===== config.mk =====
export PLATFORM = sky130hd
export DESIGN_NAME = present_decrypt_core_flat
export DESIGN_NICKNAME = d
export VERILOG_FILES = /design/src/rtl/present_pkg.sv /design/src/rtl/present_decrypt_core_if.sv /design/src/rtl/present_decrypt_sbox.sv /design/src/rtl/present_decrypt_core.sv /design/src/flat_wrapper.sv
export SDC_FILE = /design/constraint.sdc
export NUM_CORES = 1
export LEC_CHECK = 0
export CAP_MARGIN = 10
export CELL_PAD_IN_SITES_DETAIL_PLACEMENT = 0
export CELL_PAD_IN_SITES_GLOBAL_PLACEMENT = 1
export CORE_MARGIN = 2
export CORE_UTILIZATION = 41
export CTS_CLUSTER_SIZE = 28
export DETAILED_ROUTE_END_ITERATION = 6
export HOLD_SLACK_MARGIN = 0.15
export MAX_ROUTING_LAYER = met4
export PLACE_DENSITY = 0.9
export SKIP_LAST_GASP = 1
export SYNTH_ARGS = -nofsm -noshare
export SYNTH_HDL_FRONTEND = slang
export SYNTH_SLANG_ARGS = --single-unit

===== constraint.sdc =====
create_clock -name clk -period 21.5 [get_ports clk]
set_input_delay 4.3 -clock clk [delete_from_list [all_inputs] [get_ports clk]]
set_output_delay 4.3 -clock clk [all_outputs]
set_load 0.02 [all_outputs]

===== src/rtl/present_pkg.sv =====
//------------------------------------------------------------------------------
// present_pkg : shared PRESENT-80 constants, S-box tables, bit permutations
//               and the decryptor FSM state encoding.
// Revision    : 1.0
//------------------------------------------------------------------------------
`default_nettype none

package present_pkg;

    localparam int DATA_W = 64;
    localparam int KEY_W  = 80;
    localparam int ROUNDS = 31;

    localparam logic [3:0] SBOX [16] = '{
        4'hC, 4'h5, 4'h6, 4'hB, 4'h9, 4'h0, 4'hA, 4'hD,
        4'h3, 4'hE, 4'hF, 4'h8, 4'h4, 4'h7, 4'h1, 4'h2
    };

    localparam logic [3:0] INV_SBOX [16] = '{
        4'h5, 4'hE, 4'hF, 4'h8, 4'hC, 4'h1, 4'h2, 4'hD,
        4'hB, 4'h4, 4'h6, 4'h3, 4'h0, 4'h7, 4'h9, 4'hA
    };

    typedef enum logic [1:0] {
        ST_IDLE   = 2'd0,
        ST_KEYEXP = 2'd1,
        ST_DEC    = 2'd2,
        ST_FIN    = 2'd3
    } dec_state_e;

    // Bit j moves to position 16*j mod 63; bit 63 stays in place.
    function automatic logic [DATA_W-1:0] p_layer(input logic [DATA_W-1:0] x);
        logic [DATA_W-1:0] y;
        logic [5:0]        dst;
        y = '0;
        for (int j = 0; j < 63; j++) begin
            dst    = 6'((16 * j) % 63);
            y[dst] = x[6'(j)];
        end
        y[63] = x[63];
        return y;
    endfunction

    function automatic logic [DATA_W-1:0] inv_p_layer(input logic [DATA_W-1:0] x);
        logic [DATA_W-1:0] y;
        logic [5:0]        src;
        y = '0;
        for (int j = 0; j < 63; j++) begin
            src      = 6'((16 * j) % 63);
            y[6'(j)] = x[src];
        end
        y[63] = x[63];
        return y;
    endfunction

endpackage

`default_nettype wire


===== src/rtl/present_decrypt_core_if.sv =====
//------------------------------------------------------------------------------
// present_decrypt_core_if : load/ready/valid handshake bundle of the decryptor.
// Revision                : 1.0
//------------------------------------------------------------------------------
`default_nettype none

interface present_decrypt_core_if;
    import present_pkg::*;

    logic [DATA_W-1:0] idat;
    logic [KEY_W-1:0]  key;
    logic              load;
    logic              ready;
    logic [DATA_W-1:0] odat;
    logic              odat_valid;

    modport master (
        output idat,
        output key,
        output load,
        input  ready,
        input  odat,
        input  odat_valid
    );

    modport slave (
        input  idat,
        input  key,
        input  load,
        output ready,
        output odat,
        output odat_valid
    );

endinterface

`default_nettype wire


===== src/rtl/present_decrypt_sbox.sv =====
//------------------------------------------------------------------------------
// present_decrypt_sbox : 4-bit PRESENT inverse S-box (pure combinational).
// Revision             : 1.0
//------------------------------------------------------------------------------
`default_nettype none

module present_decrypt_sbox
    import present_pkg::*;
(
    input  wire logic [3:0] x_i,
    output logic      [3:0] y_o
);

    assign y_o = INV_SBOX[x_i];

endmodule

`default_nettype wire


===== src/rtl/present_decrypt_core.sv =====
//------------------------------------------------------------------------------
// present_decrypt_core : iterative PRESENT-80 decryptor; expands K1 to K32
//                        on-chip, then runs the inverse rounds back to K1.
// Revision             : 1.0
//------------------------------------------------------------------------------
`default_nettype none

module present_decrypt_core #(
    parameter int ROUNDS = 31
) (
    input  wire logic                    clk,
    input  wire logic                    rst,
    present_decrypt_core_if.slave        bus
);
    import present_pkg::*;

    localparam logic [4:0] c_LAST_ROUND  = 5'(ROUNDS);
    localparam logic [4:0] c_FIRST_ROUND = 5'd1;

    dec_state_e         state_q, state_d;
    logic [4:0]         round_q, round_d;
    logic [DATA_W-1:0]  dreg_q,  dreg_d;
    logic [KEY_W-1:0]   kreg_q,  kreg_d;
    logic [DATA_W-1:0]  odat_q,  odat_d;
    logic               valid_q, valid_d;

    logic [KEY_W-1:0]   w_key_rotl;
    logic [KEY_W-1:0]   w_key_fwd;
    logic [3:0]         w_key_nib_inv;
    logic [KEY_W-1:0]   w_key_unmix;
    logic [KEY_W-1:0]   w_key_inv;
    logic [DATA_W-1:0]  w_round_in;
    logic [DATA_W-1:0]  w_perm;
    logic [DATA_W-1:0]  w_data_inv;

    // Forward schedule, identical to the encryptor: K(i) -> K(i+1).
    assign w_key_rotl = {kreg_q[18:0], kreg_q[79:19]};
    assign w_key_fwd  = {SBOX[w_key_rotl[79:76]],
                         w_key_rotl[75:20],
                         w_key_rotl[19:15] ^ round_q,
                         w_key_rotl[14:0]};

    // Inverse schedule: K(i+1) -> K(i), undoing the forward steps in reverse.
    present_decrypt_sbox u_key_sbox (
        .x_i (kreg_q[79:76]),
        .y_o (w_key_nib_inv)
    );

    assign w_key_unmix = {w_key_nib_inv,
                          kreg_q[75:20],
                          kreg_q[19:15] ^ round_q,
                          kreg_q[14:0]};
    assign w_key_inv   = {w_key_unmix[60:0], w_key_unmix[79:61]};

    assign w_round_in = dreg_q ^ kreg_q[79:16];
    assign w_perm     = inv_p_layer(w_round_in);

    genvar g;
    generate
        for (g = 0; g < DATA_W / 4; g++) begin : g_data_sbox
            present_decrypt_sbox u_sbox (
                .x_i (w_perm[4*g +: 4]),
                .y_o (w_data_inv[4*g +: 4])
            );
        end
    endgenerate

    always_ff @(posedge clk or posedge rst) begin
        if (rst) begin
            state_q <= ST_IDLE;
            round_q <= '0;
            dreg_q  <= '0;
            kreg_q  <= '0;
            odat_q  <= '0;
            valid_q <= 1'b0;
        end else begin
            state_q <= state_d;
            round_q <= round_d;
            dreg_q  <= dreg_d;
            kreg_q  <= kreg_d;
            odat_q  <= odat_d;
            valid_q <= valid_d;
        end
    end

    always_comb begin
        state_d = state_q;
        round_d = round_q;
        dreg_d  = dreg_q;
        kreg_d  = kreg_q;
        odat_d  = odat_q;
        valid_d = 1'b0;

        unique case (state_q)
            ST_IDLE: begin
                if (bus.load) begin
                    dreg_d  = bus.idat;
                    kreg_d  = bus.key;
                    round_d = c_FIRST_ROUND;
                    state_d = ST_KEYEXP;
                end
            end

            ST_KEYEXP: begin
                kreg_d = w_key_fwd;
                if (round_q == c_LAST_ROUND) begin
                    state_d = ST_DEC;
                end else begin
                    round_d = round_q + 5'd1;
                end
            end

            // The round value XORed into the key is the pre-decrement one.
            ST_DEC: begin
                dreg_d  = w_data_inv;
                kreg_d  = w_key_inv;
                round_d = round_q - 5'd1;
                if (round_q == c_FIRST_ROUND) begin
                    state_d = ST_FIN;
                end
            end

            ST_FIN: begin
                odat_d  = w_round_in;
                valid_d = 1'b1;
                state_d = ST_IDLE;
            end

            default: begin
                state_d = ST_IDLE;
            end
        endcase
    end

    assign bus.ready      = (state_q == ST_IDLE);
    assign bus.odat       = odat_q;
    assign bus.odat_valid = valid_q;

endmodule

`default_nettype wire

===== src/flat_wrapper.sv =====
// flat-port wrapper written by rule: the top's interface ports become plain ports
module present_decrypt_core_flat import present_pkg::*;
#(
    parameter int ROUNDS = 31
)
  (clk, rst, bus_idat, bus_key, bus_load, bus_ready, bus_odat, bus_odat_valid);
  present_decrypt_core_if bus_i ();
  input  wire logic clk;
  input  wire logic rst;
  input wire logic [$bits(bus_i.idat)-1:0] bus_idat;
  input wire logic [$bits(bus_i.key)-1:0] bus_key;
  input wire logic [$bits(bus_i.load)-1:0] bus_load;
  output wire logic [$bits(bus_i.ready)-1:0] bus_ready;
  output wire logic [$bits(bus_i.odat)-1:0] bus_odat;
  output wire logic [$bits(bus_i.odat_valid)-1:0] bus_odat_valid;
  assign bus_i.idat = bus_idat;
  assign bus_i.key = bus_key;
  assign bus_i.load = bus_load;
  assign bus_ready = bus_i.ready;
  assign bus_odat = bus_i.odat;
  assign bus_odat_valid = bus_i.odat_valid;
  present_decrypt_core #(.ROUNDS(ROUNDS)) u_core (.clk(clk), .rst(rst), .bus(bus_i));
endmodule

# Word level (Yosys, flattened, before mapping)
# Memories as Yosys holds them, arrays and structs flattened.
# Index checks and enable logic that the tools add are counted.
[classes]
bitwise_logic = 14
reduce_logical = 7
n_eq_ne = 9
n_div = 0
muxes = 34
multipliers = 0
magnitude_cmp = 11
add_sub_neg = 2
n_shift = 0
[ops]
columns = ["cell", "n"]
rows = [
  ["80-bit case mux with 3 select lines", 1],
  ["64-bit case mux with 2 select lines", 1],
  ["4-bit 2-to-1 mux", 22],
  ["80-bit 2-to-1 mux", 1],
  ["64-bit 2-to-1 mux", 1],
  ["64-bit XOR", 1],
  ["5-bit greater-or-equal comparator (second input constant)", 11],
  ["4-bit NOT with 5-bit output", 11],
  ["5-bit case mux with 3 select lines", 1],
  ["5-bit 2-to-1 mux", 2],
  ["5-bit XOR", 2],
  ["2-bit case mux with 4 select lines", 1],
  ["2-bit 2-to-1 mux", 3],
  ["3-bit AND reduction", 2],
  ["5-bit by 1-bit adder with 5-bit output (second input constant)", 1],
  ["5-bit by 1-bit equality test with 1-bit output (second input constant)", 1],
  ["5-bit equality test (second input constant)", 1],
  ["5-bit by 1-bit subtractor with 5-bit output (second input constant)", 1],
  ["2-bit equality test (second input constant)", 2],
  ["2-bit by 1-bit != test with 1-bit output (second input constant)", 2],
  ["2-bit != test (second input constant)", 2],
  ["2-bit AND reduction", 2],
  ["3-bit nonzero test", 1],
  ["2-bit by 1-bit equality test with 1-bit output (second input constant)", 1],
  ["other kinds (3)", 3],
]
[totals]
ff_bits = 216
in_bits = 147
memories = 11
latchBits = 0
romBits = 704
word_cells = 94
ramBits = 0
[mem_list]
columns = ["name", "words", "width", "rd", "rd_clocked_by_memory_dff", "write_ports", "line", "rtl"]
rows = [
  ["(no name shown)", 16, 4, 1, 0, 0, "present_decrypt_sbox.sv:14", "assign y_o = INV_SBOX[x_i];"],
  ["(no name shown)", 16, 4, 1, 0, 0, "present_decrypt_sbox.sv:14", ""],
  ["(no name shown)", 16, 4, 1, 0, 0, "present_decrypt_sbox.sv:14", ""],
  ["(no name shown)", 16, 4, 1, 0, 0, "present_decrypt_sbox.sv:14", ""],
  ["(no name shown)", 16, 4, 1, 0, 0, "present_decrypt_sbox.sv:14", ""],
  ["(no name shown)", 16, 4, 1, 0, 0, "present_decrypt_sbox.sv:14", ""],
  ["5 more memories", "--", "--", "--", "--", "--", "--", ""],
]

# Depth between registers and ports, before layout
# Gate-level depths: netlist (run 1).
[logic_depth]
word_depth = 6
mapped_depth = 9

# Modules after synthesis
# A second synthesis (run 1) with hierarchy kept.
[unflattened]
cells_unflattened = 1583
hier_area_um2 = 14367.5
[by_module_without_submodules]
columns = ["module", "cells_per_inst", "n_inst", "area_each_um2"]
rows = [
  ["present_decrypt_core", 1155, 1, 10949.3],
  ["present_decrypt_sbox (u_core.g_data_sbox[10].u_sbox ...)", 25, 16, 200.2],
  ["present_decrypt_sbox (u_core.g_data_sbox[0].u_sbox)", 28, 1, 215.2],
]

# Worst setup path before layout (run 1)
# No wires, ideal clock.
[synth_path]
kind = "in2reg"
from = "in bus_load"
to = "reg u_core.dreg_q[11]"
setup_time_ns = 0.083
cell_stages = 6
path_slack_ns = 16.217
t_arrival_ns = 5.200
t_required_ns = 21.417
cell_sequence = "clkbuf_1 > buf_1 > nand3_1 > a21oi_1 > a21oi_1 > o21ai_0"
[synth_between]
elab_chain_len = 2
[synth_rtl]
columns = ["element", "line", "rtl"]
rows = [
  ["start: declaration", "flat_wrapper.sv:12", "input wire logic [$bits(bus_i.load)-1:0] bus_load;"],
  ["2-bit != test (no line)", "--", ""],
  ["2-bit AND reduction (no line)", "--", ""],
  ["end signal: assignment", "present_decrypt_core.sv:79", "dreg_q <= dreg_d;"],
  ["end: declaration", "present_decrypt_core.sv:22", "logic [DATA_W-1:0] dreg_q, dreg_d;"],
]
# Every way passes these cells.
# A chain may end at the register's enable or synchronous reset.

# Worst setup path after layout (run 1)
[layout_path]
from = "reg u_core.state_q[0]"
to = "out bus_ready"
[layout_between]
elab_chain_len = 1
[layout_rtl]
columns = ["element", "line", "rtl"]
rows = [
  ["start: declaration", "present_decrypt_core.sv:20", "dec_state_e state_q, state_d;"],
  ["start signal: assignment", "present_decrypt_core.sv:77", "state_q <= state_d;"],
  ["2-bit zero test", "present_decrypt_core.sv:135", "assign bus.ready = (state_q == ST_IDLE);"],
  ["end: declaration", "flat_wrapper.sv:13", "output wire logic [$bits(bus_i.ready)-1:0] bus_ready;"],
]
# Every way passes these cells.

==> flow_summary.toml, run 1 <==
[clock_network]
path_clk_slew_ns = 0.06
clk_latency_ns = 0.53
post_cts_buffers = 0
root_buffer = "clkbuf_16"
cts.sinks = 216
ctsResizeCount = 0
cts_tree = "done"
holdBufCountCts = 0
cts_inserted_buffers = 26
clockBufferDepth = 3
htree_levels = 1

[sta]
setup_tns_ns = 0
hold_viol = 0
setup_violations = 0
tightest_slew_ns = 1.153
slew_headroom = 0.2259
rsz0062_at_grt = "false"
fmax_ghz = 0.1454
finalClockSkew_ns = 0.01254
layout_min_cycle_time_ns = 6.875
report.final.slew_viol_count = 0
period_share = 0.3198
worst_hold_slack_ns = 0.4850

[die]
row_count = 64
dieHeight_um = 180.6
dieArea_um2 = 32610
initial_core_util = 0.4169
ios = 213
core_um2 = 30670
die_x_um = 180.6

[synth]
synth_cells = 1460
synth_cell_types = 56
synth-main-ff-cell = "dfrtp_1"
synth_edf_count = 0
yosysWarnings = 0
avgSynthCellArea_um2 = 8.758
synth_top_area_cell = "dfrtp_1"
synth_area_leaders = "dfrtp_1, o21ai_0, nand2_1"
synth_top_area_share = 0.4227
syn_nets = 1675
syn_area_um2 = 12790
synth_seq_cells = 216
async_reset_ff_frac = 1.000
ys_seq_area_frac = 0.4227

[power]
p_leak_nw = 6.701
powerDensity_nw_per_um2 = 203.2
power_w = 0.003259
peakVddDrop_uv = 119.1

[routing]
dr.pass1.iters = 5
routed_via_density = 5.650
wire_per_inst_um = 20.62
drc_errors = 0
dr.first_iter.drc_count = 1198
ant_nets = 0
routed_wl_um = 41600
route.vias.total = 11400

[finish]
drive_above_1_share = 0.05549
final_cell_mix = "nand2_1, dfrtp_1, clkdlybuf4s50_1, o21ai_0, a21oi_1"
syn2layout_area_growth_pct = 25.45
nFillCells = 2833
final_common_cell = "nand2_1"
regArea_um2 = 5405
multi_input_area_um2 = 6802
num-nets-final = 1818
num_antenna_cells = 0

[place]
place.gp.congestion = 0.9231
port_buffers = 212
place_hpwl_um = 29490

[hold_path]
hold_path.class = "flip-flop to flip-flop"

[global_route]
antenna_found_initial = 0
grt_usage = 0.2571
grt_remaining_overflow = 0
grt_max_degree = 146
grt_pass1_wl_um = 64160
grt_pass1_vias = 11000

[worst_setup_path]
critPathArrivalTime_ns = 2.58
worstPathMaxFanout = 58
r2r_slack_ns = 17.90
cp-start-kind = "flip-flop"
endpoint_kind = "output pin"
required_ns = 17.20
worstSetupPathType = "flip-flop to output pin"

[flow_run]
drv_cap = 0

[run_status]
status = "finished clean"
==> synth_stat cells, types with 6 or more instances <==
| cell type | count |
|---|---|
| a211oi_1 | 7 |
| a21oi_1 | 128 |
| a221oi_1 | 6 |
| a22oi_1 | 66 |
| a2bb2oi_1 | 6 |
| a31oi_1 | 11 |
| buf_1 | 13 |
| buf_2 | 26 |
| clkbuf_1 | 66 |
| dfrtp_1 | 216 |
| ha_1 | 68 |
| inv_1 | 52 |
| mux2i_1 | 10 |
| mux4_2 | 14 |
| nand2_1 | 238 |
| nand2b_1 | 18 |
| nand3_1 | 26 |
| nor2_1 | 90 |
| nor2b_1 | 13 |
| nor3_1 | 13 |
| o2111ai_1 | 6 |
| o21ai_0 | 198 |
| o22ai_1 | 13 |
| o311ai_0 | 9 |
| xnor2_1 | 66 |
| xor2_1 | 19 |
==> sequential cells by signal (all words and copies together), names as in the netlist <==
signal	cells
u_core.round_q	5
u_core.state_q	2
u_core.bus.odat	64
u_core.bus.odat_valid	1
u_core.dreg_q	64
u_core.kreg_q	80
==> metal layers <==
metal / wire, µm / track usage / vias to the layer above
met2: 19340 / 0.4011 / 415
met4: 1719 / 0.09742 / 0
met3: 2480 / 0.03577 / 90
met5: 0 / - / -
met1: 18070 / 0.3412 / 5516
li1: - / - / 5381
==> cells by family (layout without fill, tap and decap cells) <==
group	Yosys count	count (layout)	share of synthesized area
flip-flops	216	216	0.4227
AO/OA/AOI/OAI	477	477	0.2203
XOR/XNOR	89	89	0.06331
buffers and inverters	159	321	0.05040
multiplexers	29	29	0.03689
AND/OR/NAND/NOR	422	422	0.1398
adder cells (fa/ha/maj)	68	68	0.06654
==> stage by stage <==
step                      cells  setup WS, ns  instance area (µm²)    util
final                      2018         14.62                16040  0.5230
after global routing       2018         14.50                16040  0.5230
after CTS                  2017         14.60                16010  0.5221
after detailed placement   1970         14.45                15090  0.4922
after global placement     1970         14.55                15090  0.4922
after floorplan            1460         11.29                12790       -
==> worst max-delay path: stages (launching register included) <==
cell	delay, ns
dfrtp_1	0.42
inv_1	0.22
ha_4	0.58
clkdlybuf4s50_1	0.82
==> final cells by class <==
cell class | count | area share
Clock inverter | 8 | 0.007332
Multi-Input combinational cell | 1085 | 0.4240
Sequential cell | 216 | 0.3370
Tap cell | 396 | 0.03089
Inverter | 52 | 0.01264
Clock buffer | 39 | 0.04992
Timing Repair Buffer | 222 | 0.1382
==> final timing paths <==
path	startpoint	to	cells past startpoint
min in group asynchronous	rst	u_core.bus.odat[2]	2
worst min-delay path	u_core.dreg_q[40]	u_core.dreg_q[40]	2
worst max register to register	u_core.state_q[0]	u_core.dreg_q[26]	6
worst max-delay path	u_core.state_q[0]	bus_ready	3
worst min register to register	u_core.dreg_q[40]	u_core.dreg_q[40]	2
max in group asynchronous	rst	u_core.kreg_q[43]	3
==> report_power, final <==
group,internal (W),switching [W]
Combinational,0.000788,0.00110
Sequential,0.000623,0.000280
Clock,0.000292,0.000178
Note: power is estimated with default switching activity, not from simulation.
==> run 2, diff against run 1 <==
CORE_UTILIZATION = 37   (was 41)
PLACE_DENSITY = 0.86   (was 0.9)
clock period = 6.25 ns   (was 21.5 ns; I/O delays follow)
==> run 2 against run 1 <==
- sequential share of layout area fell by 0.11 points
- global-route usage fell by 1.8 points
- critical endpoint unchanged
- first-iteration DRC count fell by 15%
- clock-buffer cell count fell by 2
- sequential power rose to 3.5 times the previous value
- clock skew rose by 0.0055 ns
- non-clock buffer count rose by 4
- total power rose to 3.4 times the previous value
==> flow_summary.toml, run 2 (same netlist as run 1, synthesis figures left out) <==
[run_status]
status = "finished clean"

[global_route]
grt_pass1_wl_um = 64090
grt_max_degree = 170
antenna_found_initial = 0
grt_pass1_vias = 10870
grt_usage = 0.2389
grt_remaining_overflow = 0

[clock_network]
cts_tree = "done"
clockBufferDepth = 3
root_buffer = "clkbuf_16"
cts.sinks = 216
holdBufCountCts = 0
ctsResizeCount = 0
path_clk_slew_ns = 0.06
post_cts_buffers = 0
clk_latency_ns = 0.54
cts_inserted_buffers = 26
htree_levels = 1

[sta]
finalClockSkew_ns = 0.01806
worst_hold_slack_ns = 0.4873
fmax_ghz = 0.2608
setup_violations = 0
layout_min_cycle_time_ns = 3.834
slew_headroom = 0.2495
report.final.slew_viol_count = 0
rsz0062_at_grt = "false"
setup_tns_ns = 0
hold_viol = 0
period_share = 0.6135
tightest_slew_ns = 1.126

[hold_path]
worstHoldStart = "u_core.dreg_q[56]"
hold_path.class = "flip-flop to flip-flop"

[routing]
drc_errors = 0
dr.first_iter.drc_count = 1018
routed_wl_um = 42430
wl_met2_um = 19540
ant_nets = 0
routed.top_layer = "met4"
routed_via_density = 5.419
wl_met1_um = 18380
wire_per_inst_um = 20.39
dr.pass1.iters = 5
wl_met3_um = 2711
route.vias.total = 11280

[worst_setup_path]
cp-start-kind = "flip-flop"
critPathArrivalTime_ns = 2.58
worstSetupPathType = "flip-flop to output pin"
startpoint = "u_core.state_q[0]"
worstPathMaxFanout = 58
r2r-start = "u_core.state_q[0]"
endpoint_kind = "output pin"
required_ns = 5.00

[finish]
largest_register = "u_core.kreg_q"
final_cell_mix = "nand2_1, dfrtp_1, clkdlybuf4s50_1, o21ai_0, a21oi_1"
nFillCells = 3262
num-nets-final = 1822
drive_above_1_share = 0.05720
num_antenna_cells = 0
final_common_cell = "nand2_1"
syn2layout_area_growth_pct = 25.85
largest_reg_flops = 80

[place]
place.gp.congestion = 0.9292
port_buffers = 212
place_hpwl_um = 30500

[die]
row_count = 68
ios = 213
die_x_um = 189.9
initial_core_util = 0.3729
core_um2 = 34290
dieArea_um2 = 36060
dieHeight_um = 189.9

[flow_run]
drv_cap = 0

[power]
powerDensity_nw_per_um2 = 693.3
peakVddDrop_uv = 407.2
p_leak_nw = 6.690
run 2: path summary, 6_finish.rpt:
| path | end | slack, ns | depth (start not counted) |
|---|---|---|---|
| min in group asynchronous | u_core.dreg_q[2] | 1.29 | 3 |
| hold / removal | u_core.dreg_q[56] | 0.49 | 2 |
| setup reg to reg | u_core.kreg_q[27] | 2.88 | 7 |
| max in group asynchronous | u_core.kreg_q[31] | 4.15 | 3 |
| setup / recovery | bus_ready | 2.42 | 3 |
| hold reg to reg | u_core.dreg_q[56] | 0.49 | 2 |
run 2: cell type report:
cell class | instances | area [µm²] | area share
Clock buffer | 37 | 763.2 | 0.04743
Clock inverter | 10 | 113.9 | 0.007076
Inverter | 52 | 198.9 | 0.01236
Multi-Input combinational cell | 1085 | 6802 | 0.4227
Sequential cell | 216 | 5405 | 0.3359
Tap cell | 455 | 569.3 | 0.03538
Timing Repair Buffer | 226 | 2240 | 0.1392
run 2: through the flow:
| stage | utilization | setup slack, ns | area [µm²] | instances | power, W |
|---|---|---|---|---|---|
| final | 0.4693 | 2.416 | 16090 | 2081 | 0.01116 |
| after global routing | 0.4693 | 2.251 | 16090 | 2081 | 0.01209 |
| after CTS | 0.4693 | 2.401 | 16090 | 2081 | 0.01116 |
| after detailed placement | 0.4437 | 2.344 | 15210 | 2034 | 0.009566 |
| after global placement | 0.4437 | 2.376 | 15210 | 2034 | 0.009391 |
| after floorplan | - | 2.188 | 12790 | 1460 | 0.007520 |
run 2: layer usage:
metal | GRT usage | up-vias
li1 | - | 5384
met1 | 0.3202 | 5444
met2 | 0.3669 | 379
met3 | 0.03597 | 69
met4 | 0.09004 | 0
met5 | - | -
run 2: critical path, stage by stage, from the launching register on:
cell and delay, ns:
dfrtp_1 0.42, inv_1 0.21, ha_4 0.60, clkdlybuf4s50_1 0.79
run 2: report_power, final:
group          switching [W]  internal [W]  total, W
combinational        0.00377       0.00271   0.00648
sequential          0.000976       0.00215   0.00312
clock               0.000623      0.000933   0.00156
total                0.00536       0.00579    0.0112
